[config.mk]
export PLATFORM = sky130hd
export DESIGN_NAME = amstrad_vram_fetch_flat
export DESIGN_NICKNAME = d
export VERILOG_FILES = /design/src/rtl/amstrad_vram_pkg.sv /design/src/rtl/amstrad_vram_fetch_if.sv /design/src/rtl/amstrad_vram_req_ctl.sv /design/src/rtl/amstrad_vram_fetch.sv /design/src/flat_wrapper.sv
export SDC_FILE = /design/constraint.sdc
export NUM_CORES = 1
export LEC_CHECK = 0
export CAP_MARGIN = 10
export CORE_MARGIN = 1
export CORE_UTILIZATION = 45
export DETAILED_ROUTE_END_ITERATION = 6
export PLACE_DENSITY_LB_ADDON = 0.08
export SLEW_MARGIN = 10
export SYNTH_ARGS = -nofsm -noshare
export SYNTH_HDL_FRONTEND = slang
export SYNTH_SLANG_ARGS = --single-unit
[constraint.sdc]
create_clock -name clk -period 2.5 [get_ports clk]
set_input_delay 0.25 -clock clk [delete_from_list [all_inputs] [get_ports clk]]
set_output_delay 0.25 -clock clk [all_outputs]
set_load 0.02 [all_outputs]
[src/rtl/amstrad_vram_pkg.sv]
// rtl/amstrad_vram_pkg.sv - shared widths, state enum and address helper for the VRAM fetch unit
package amstrad_vram_pkg;

    localparam int VRAM_AW = 15;
    localparam int VRAM_DW = 16;
    localparam int MEM_AW  = 23;

    typedef enum logic [1:0] {
        IDLE,
        DEMAND,
        STALE,
        PREFETCH
    } vram_state_t;

    function automatic logic [MEM_AW-1:0] byte_addr(input logic [6:0] bank,
                                                    input logic [VRAM_AW-1:0] word);
        return {bank, word, 1'b0};
    endfunction

endpackage

[src/rtl/amstrad_vram_fetch_if.sv]
// rtl/amstrad_vram_fetch_if.sv - req/ack read bus between the fetch unit and the memory controller
interface amstrad_vram_fetch_if;
    import amstrad_vram_pkg::*;

    logic               mem_req;
    logic [MEM_AW-1:0]  mem_addr;
    logic               mem_ack;
    logic [VRAM_DW-1:0] mem_rdata;

    modport master (output mem_req, mem_addr, input mem_ack, mem_rdata);
    modport slave  (input mem_req, mem_addr, output mem_ack, mem_rdata);

endinterface

[src/rtl/amstrad_vram_req_ctl.sv]
// rtl/amstrad_vram_req_ctl.sv - owns the req/ack handshake, in-flight address and request class
// Prefetch follow-up requests exist only with AMSTRAD_VRAM_PREFETCH_EN defined.
module amstrad_vram_req_ctl
    import amstrad_vram_pkg::*;
#(
    parameter logic [6:0] BASE_BANK = 7'h00
) (
    input  logic                 clk,
    input  logic                 reset,
    amstrad_vram_fetch_if.master mem,
    input  logic                 stb,
    input  logic [VRAM_AW-1:0]   stb_addr,
    input  logic                 hit,
    input  logic                 pend_valid,
    input  logic [VRAM_AW-1:0]   pend_addr,
    output logic                 ack_demand,
    output logic                 ack_prefetch,
    output logic [VRAM_AW-1:0]   cur_word,
    output logic                 idle_next,
    output logic                 stb_late,
    output logic                 pend_take,
    output logic                 pend_load,
    output logic                 pend_drop
);

    vram_state_t        state;
    vram_state_t        post_state;
    logic               req;
    logic               post_req;
    logic               ack_fire;
    logic               pf_match;
    logic [MEM_AW-1:0]  addr;
    logic [VRAM_AW-1:0] word;
    logic [VRAM_AW-1:0] post_word;

    assign word         = addr[VRAM_AW:1];
    assign cur_word     = word;
    assign ack_fire     = mem.mem_ack & req;
    assign ack_demand   = ack_fire & (state == DEMAND);
    assign ack_prefetch = ack_fire & (state == PREFETCH);
    assign pend_take    = ack_fire & pend_valid;

    // Ack is resolved first; a follow-up request idles req for one cycle before rising.
    always_comb begin
        post_state = state;
        post_word  = word;
        post_req   = req;
        if (ack_fire) begin
            post_req = 1'b0;
            if (pend_valid) begin
                post_state = DEMAND;
                post_word  = pend_addr;
            end
`ifdef AMSTRAD_VRAM_PREFETCH_EN
            else if (state == DEMAND) begin
                post_state = PREFETCH;
                post_word  = word + VRAM_AW'(1);
            end
`endif
            else begin
                post_state = IDLE;
            end
        end else if (state != IDLE && !req) begin
            post_req = 1'b1;
        end
    end

    assign pf_match  = (post_state == PREFETCH) && (post_word == stb_addr);
    assign idle_next = (post_state == IDLE);
    assign stb_late  = stb & (post_state == DEMAND);
    assign pend_load = stb & (post_state != IDLE) & ~pf_match;
    assign pend_drop = stb & pf_match;

    always_ff @(posedge clk) begin
        if (reset) begin
            state <= IDLE;
            req   <= 1'b0;
            addr  <= byte_addr(BASE_BANK, '0);
        end else begin
            state <= post_state;
            req   <= post_req;
            addr  <= byte_addr(BASE_BANK, post_word);
            if (stb) begin
                case (post_state)
                    IDLE: begin
                        if (!hit) begin
                            state <= DEMAND;
                            req   <= 1'b1;
                            addr  <= byte_addr(BASE_BANK, stb_addr);
                        end
                    end
                    DEMAND:   state <= STALE;
                    PREFETCH: if (pf_match) state <= DEMAND;
                    default:  ;
                endcase
            end
        end
    end

    assign mem.mem_req  = req;
    assign mem.mem_addr = addr;

endmodule

[src/rtl/amstrad_vram_fetch.sv]
// rtl/amstrad_vram_fetch.sv - Amstrad video-RAM fetch unit: pending strobe, output word, late counter
// Optional next-word prefetch buffer enabled by AMSTRAD_VRAM_PREFETCH_EN.
module amstrad_vram_fetch
    import amstrad_vram_pkg::*;
#(
    parameter logic [6:0] BASE_BANK = 7'h00
) (
    input  logic                 clk,
    input  logic                 reset,
    input  logic                 addr_stb,
    input  logic [VRAM_AW-1:0]   vram_addr,
    output logic [VRAM_DW-1:0]   vram_dout,
    amstrad_vram_fetch_if.master mem,
    output logic                 late,
    output logic [7:0]           late_cnt
);

    logic               hit;
    logic               ack_demand;
    logic               ack_prefetch;
    logic               idle_next;
    logic               stb_late;
    logic               pend_take;
    logic               pend_load;
    logic               pend_drop;
    logic               pend_valid;
    logic [VRAM_AW-1:0] pend_addr;
    logic [VRAM_AW-1:0] cur_word;
    logic [VRAM_DW-1:0] hit_data;

    amstrad_vram_req_ctl #(.BASE_BANK(BASE_BANK)) u_req_ctl (
        .clk          (clk),
        .reset        (reset),
        .mem          (mem),
        .stb          (addr_stb),
        .stb_addr     (vram_addr),
        .hit          (hit),
        .pend_valid   (pend_valid),
        .pend_addr    (pend_addr),
        .ack_demand   (ack_demand),
        .ack_prefetch (ack_prefetch),
        .cur_word     (cur_word),
        .idle_next    (idle_next),
        .stb_late     (stb_late),
        .pend_take    (pend_take),
        .pend_load    (pend_load),
        .pend_drop    (pend_drop)
    );

`ifdef AMSTRAD_VRAM_PREFETCH_EN
    logic               pf_valid;
    logic               pf_valid_now;
    logic [VRAM_AW-1:0] pf_tag;
    logic [VRAM_AW-1:0] pf_tag_now;
    logic [VRAM_DW-1:0] pf_data;

    // A prefetch landing in the strobe cycle is already eligible for a hit.
    assign pf_valid_now = pf_valid | ack_prefetch;
    assign pf_tag_now   = ack_prefetch ? cur_word : pf_tag;
    assign hit_data     = ack_prefetch ? mem.mem_rdata : pf_data;
    assign hit          = addr_stb & idle_next & pf_valid_now & (pf_tag_now == vram_addr);

    always_ff @(posedge clk) begin
        if (reset) begin
            pf_valid <= 1'b0;
            pf_tag   <= '0;
            pf_data  <= '0;
        end else if (ack_prefetch) begin
            pf_valid <= 1'b1;
            pf_tag   <= cur_word;
            pf_data  <= mem.mem_rdata;
        end
    end
`else
    logic unused_pf;
    assign unused_pf = ^{ack_prefetch, cur_word, idle_next};
    assign hit       = 1'b0;
    assign hit_data  = '0;
`endif

    always_ff @(posedge clk) begin
        if (reset) begin
            pend_valid <= 1'b0;
            pend_addr  <= '0;
        end else begin
            if (pend_take || pend_drop) pend_valid <= 1'b0;
            if (pend_load) begin
                pend_valid <= 1'b1;
                pend_addr  <= vram_addr;
            end
        end
    end

    always_ff @(posedge clk) begin
        if (reset) begin
            vram_dout <= '0;
            late      <= 1'b0;
            late_cnt  <= 8'h00;
        end else begin
            if (hit)             vram_dout <= hit_data;
            else if (ack_demand) vram_dout <= mem.mem_rdata;
            late <= stb_late;
            if (stb_late && late_cnt != 8'hFF) late_cnt <= late_cnt + 8'd1;
        end
    end

endmodule

[src/flat_wrapper.sv]
// flat-port wrapper written by rule: the top's interface ports become plain ports
module amstrad_vram_fetch_flat import amstrad_vram_pkg::*;
#(
    parameter logic [6:0] BASE_BANK = 7'h00
)
  (clk, reset, addr_stb, vram_addr, vram_dout, late, late_cnt, mem_mem_req, mem_mem_addr, mem_mem_ack, mem_mem_rdata);
  amstrad_vram_fetch_if mem_i ();
  input  logic clk;
  input  logic reset;
  input  logic addr_stb;
  input  logic [VRAM_AW-1:0] vram_addr;
  output logic [VRAM_DW-1:0] vram_dout;
  output logic late;
  output logic [7:0] late_cnt;
  output wire logic [$bits(mem_i.mem_req)-1:0] mem_mem_req;
  output wire logic [$bits(mem_i.mem_addr)-1:0] mem_mem_addr;
  input wire logic [$bits(mem_i.mem_ack)-1:0] mem_mem_ack;
  input wire logic [$bits(mem_i.mem_rdata)-1:0] mem_mem_rdata;
  assign mem_mem_req = mem_i.mem_req;
  assign mem_mem_addr = mem_i.mem_addr;
  assign mem_i.mem_ack = mem_mem_ack;
  assign mem_i.mem_rdata = mem_mem_rdata;
  amstrad_vram_fetch #(.BASE_BANK(BASE_BANK)) u_core (.clk(clk), .reset(reset), .addr_stb(addr_stb), .vram_addr(vram_addr), .vram_dout(vram_dout), .mem(mem_i), .late(late), .late_cnt(late_cnt));
endmodule
==> out/results.txt <==
Syn Area/Cell = 8.46 um^2
core area = 5960 um^2
Peak VDD IR = 0.000405 V
Gate Count Post-Synth = 331
Synth cell types = 43
largest net degree at the start of global routing = 60
R2R cell count = 11
TritonCTS Buffers = 9
vias per cell = 5.00
Post-synth ARST share = 0%
CTS tree = yes
DPL Wire Length = 4.54 mm
die footprint = 6540 um^2
Routed WL = 6.63 mm
setup TNS = 0 ns
CP endpoint kind = register
clock sinks = 59
capture point of the worst reg-to-reg path = u_core.pend_addr[13]
post-CTS setup buffer count = 0
std cell rows = 28
Synth-to-Final Area Change = 40.1%
Final Hold Viols = 0
FF-to-FF setup slack = 0.15 ns
CTS Root Cell = clkbuf_8
Die W = 80.9 um
maximum clock frequency = 410 MHz
end of the critical path = u_core.pend_addr[13]
gpl congestion = 0.765
I/O Pins = 84
drt first pass iters = 4
Crit Path Category = input port to register
initial antenna violation count = 0
fillcell total = 513
ant diodes = 0
Finished Layout Cells = 503
Fin Clk Skew = 0.0122 ns
CTS H-tree depth = 3
first-pass GRT wire length = 10.5 mm
CTS clk-pin slew, worst paths = 0.07 ns
Critical Path Source Type = input port
Ys Warns = 0
vias in the first global route = 2224
relative slew slack = 53.8%
Worst Hold Margin = 0.452 ns
RSZ-0062 raised after global routing = yes
ratio of cells with drive above 1 in the final layout = 11.7%
GRT Total Usage = 21.2%
placed cells = 487
post-route ant nets = 0
fin crit share = 97.5%
Pwr Density = 603 nW/um^2
Clk Latency, worst-skew pair = 0.34 ns
placed cell areas = 3710 um^2
Slew Limit Fails = 0
Critical Path RT = 2.70 ns
Total Nets Final = 463
DIE HEIGHT = 80.9 um
top_reg_cell synth = dfxtp_1
final core utilization = 65.9%
Worst Setup SP = mem_mem_ack
via count = 2516
Post-Synthesis Cell Area = 2800 um^2
port bufs = 75
CP arrival = 2.64 ns
Final Setup Violations = 0
outcome = finished clean
Tmin final = 2.44 ns
DRC = 0
Leakage = 0.00158 uW
Reg2Reg Launch Point = u_core.u_req_ctl.mem.mem_req
register area share after synthesis = 42.2%
grt total ovfl = 0
Max Cap Viol = 0
Worst Tran Pin Value = 0.689 ns
Initial Util = 47.0%
wire per inst = 13.2 um
Initial DRC Count = 126
design area = 3920 um^2
flop and latch count out of synthesis = 59
Post-synth EDFFs = 0
Hold Path Class = register to register
Clock Path Buffers = 2
crit-path max FO = 6
[flip-flops by register name, summed over array words and instances (netlist names)]
register                       cells
u_core.u_req_ctl.mem.mem_req       1
u_core.u_req_ctl.mem.mem_addr     15
u_core.late                        1
u_core.u_req_ctl.state             2
u_core.pend_valid                  1
u_core.vram_dout                  16
u_core.late_cnt                    8
u_core.pend_addr                  15
[worst max-delay path, stage by stage]
cell	delay, ns
clkdlybuf4s50_1	0.54
and3_4	0.23
a21oi_1	0.06
inv_1	0.09
ha_1	0.22
o211ai_1	0.14
nor4_2	0.26
o21a_1	0.19
a31o_1	0.19
buf_4	0.19
mux2i_2	0.22
nor2_1	0.06
[final cells by class]
cell class,instances,area (um^2),share of cell area (%)
Timing Repair Buffer,100,946,24.1
Tap cell,75,93.8,2.39
Clock inverter,5,52.6,1.34
Multi-Input combinational cell,242,1470,37.4
Clock buffer,11,141,3.60
Inverter,11,41.3,1.05
Sequential cell,59,1180,30.1
[metal layers]
layer	global-route usage (%)	share of wire, %
met3	4.83	4.9
met1	29.3	49
met2	30.8	44
met5	0	0
met4	10.4	1.3
[cell usage after synthesis (all sizes together), types with 2 or more instances]
library cell	number	share of area, %
nor4	2	0.45
dfxtp	59	42
a2111oi	2	1.5
nor2	44	5.9
a31oi	2	0.45
o221ai	2	0.63
nand4	5	1.1
nand2	67	9.0
a211oi	5	1.3
nand3	3	0.71
inv	11	1.5
xnor2	11	3.4
ha	5	2.2
xor2	13	4.1
a311oi	12	3.8
and3	4	0.89
o21a	2	0.54
clkbuf	14	1.9
mux2i	19	6.8
o22ai	2	0.45
a21oi	19	3.4
buf	12	3.8
[cell families (layout without fill, tap and decap cells)]
group                      count (synthesis)  after routing  synth area share, %
and+or+nand+nor                          133            133                 20.0
buffers and inverters                     37            127                 7.15
muxes                                     19             19                 6.79
other                                      1              8                0.134
adders and majority gates                  5              5                 2.23
DFF                                       59             59                 42.2
xor gates and xnor gates                  24             24                 7.51
AOI/OAI and AO/OA                         53             53                 14.0
[worst min path at each step]
stage                        startpoint                   to  slack, ns  cells past startpoint
CTS                    mem_mem_rdata[3]  u_core.vram_dout[3]       0.45                      3
global placement    u_core.vram_dout[2]  u_core.vram_dout[2]       0.44                      2
detailed placement  u_core.vram_dout[7]  u_core.vram_dout[7]       0.45                      2
global route           mem_mem_rdata[1]  u_core.vram_dout[1]       0.46                      3
floorplan              mem_mem_rdata[0]  u_core.vram_dout[0]       0.39                      2
finish              u_core.vram_dout[7]  u_core.vram_dout[7]       0.45                      2
[layout by cell type (no fill, tap or decap), types with 11 or more instances in the layout]
master	netlist	routed
a21oi_1	19	19
a311oi_1	12	12
buf_4	8	24
clkdlybuf4s50_1	0	74
dfxtp_1	59	58
inv_1	11	11
mux2i_1	19	18
nand2_1	67	67
nor2_1	44	44
xnor2_1	11	11
xor2_1	13	13
[stage by stage]
step	power, uW	setup slack, ns
after CTS	2380	0.0260
after detailed placement	1520	-0.331
after global routing	2480	-0.0924
after floorplan	1320	0.0275
after global placement	1510	-0.208
final	2370	0.0634
[what timing repair did]
item	in CTS	in global routing
setup endpoints to repair	1	15
gates resized for setup	1	3
hold buffers	0	0
[power by group]
part / leakage, uW / switching [uW] / internal [uW]
clock: 0.0000991 / 380 / 482
combinational: 0.00100 / 233 / 229
sequential: 0.000481 / 46.6 / 994
total: 0.00158 / 660 / 1710
Power figures use the tool's default switching activity.
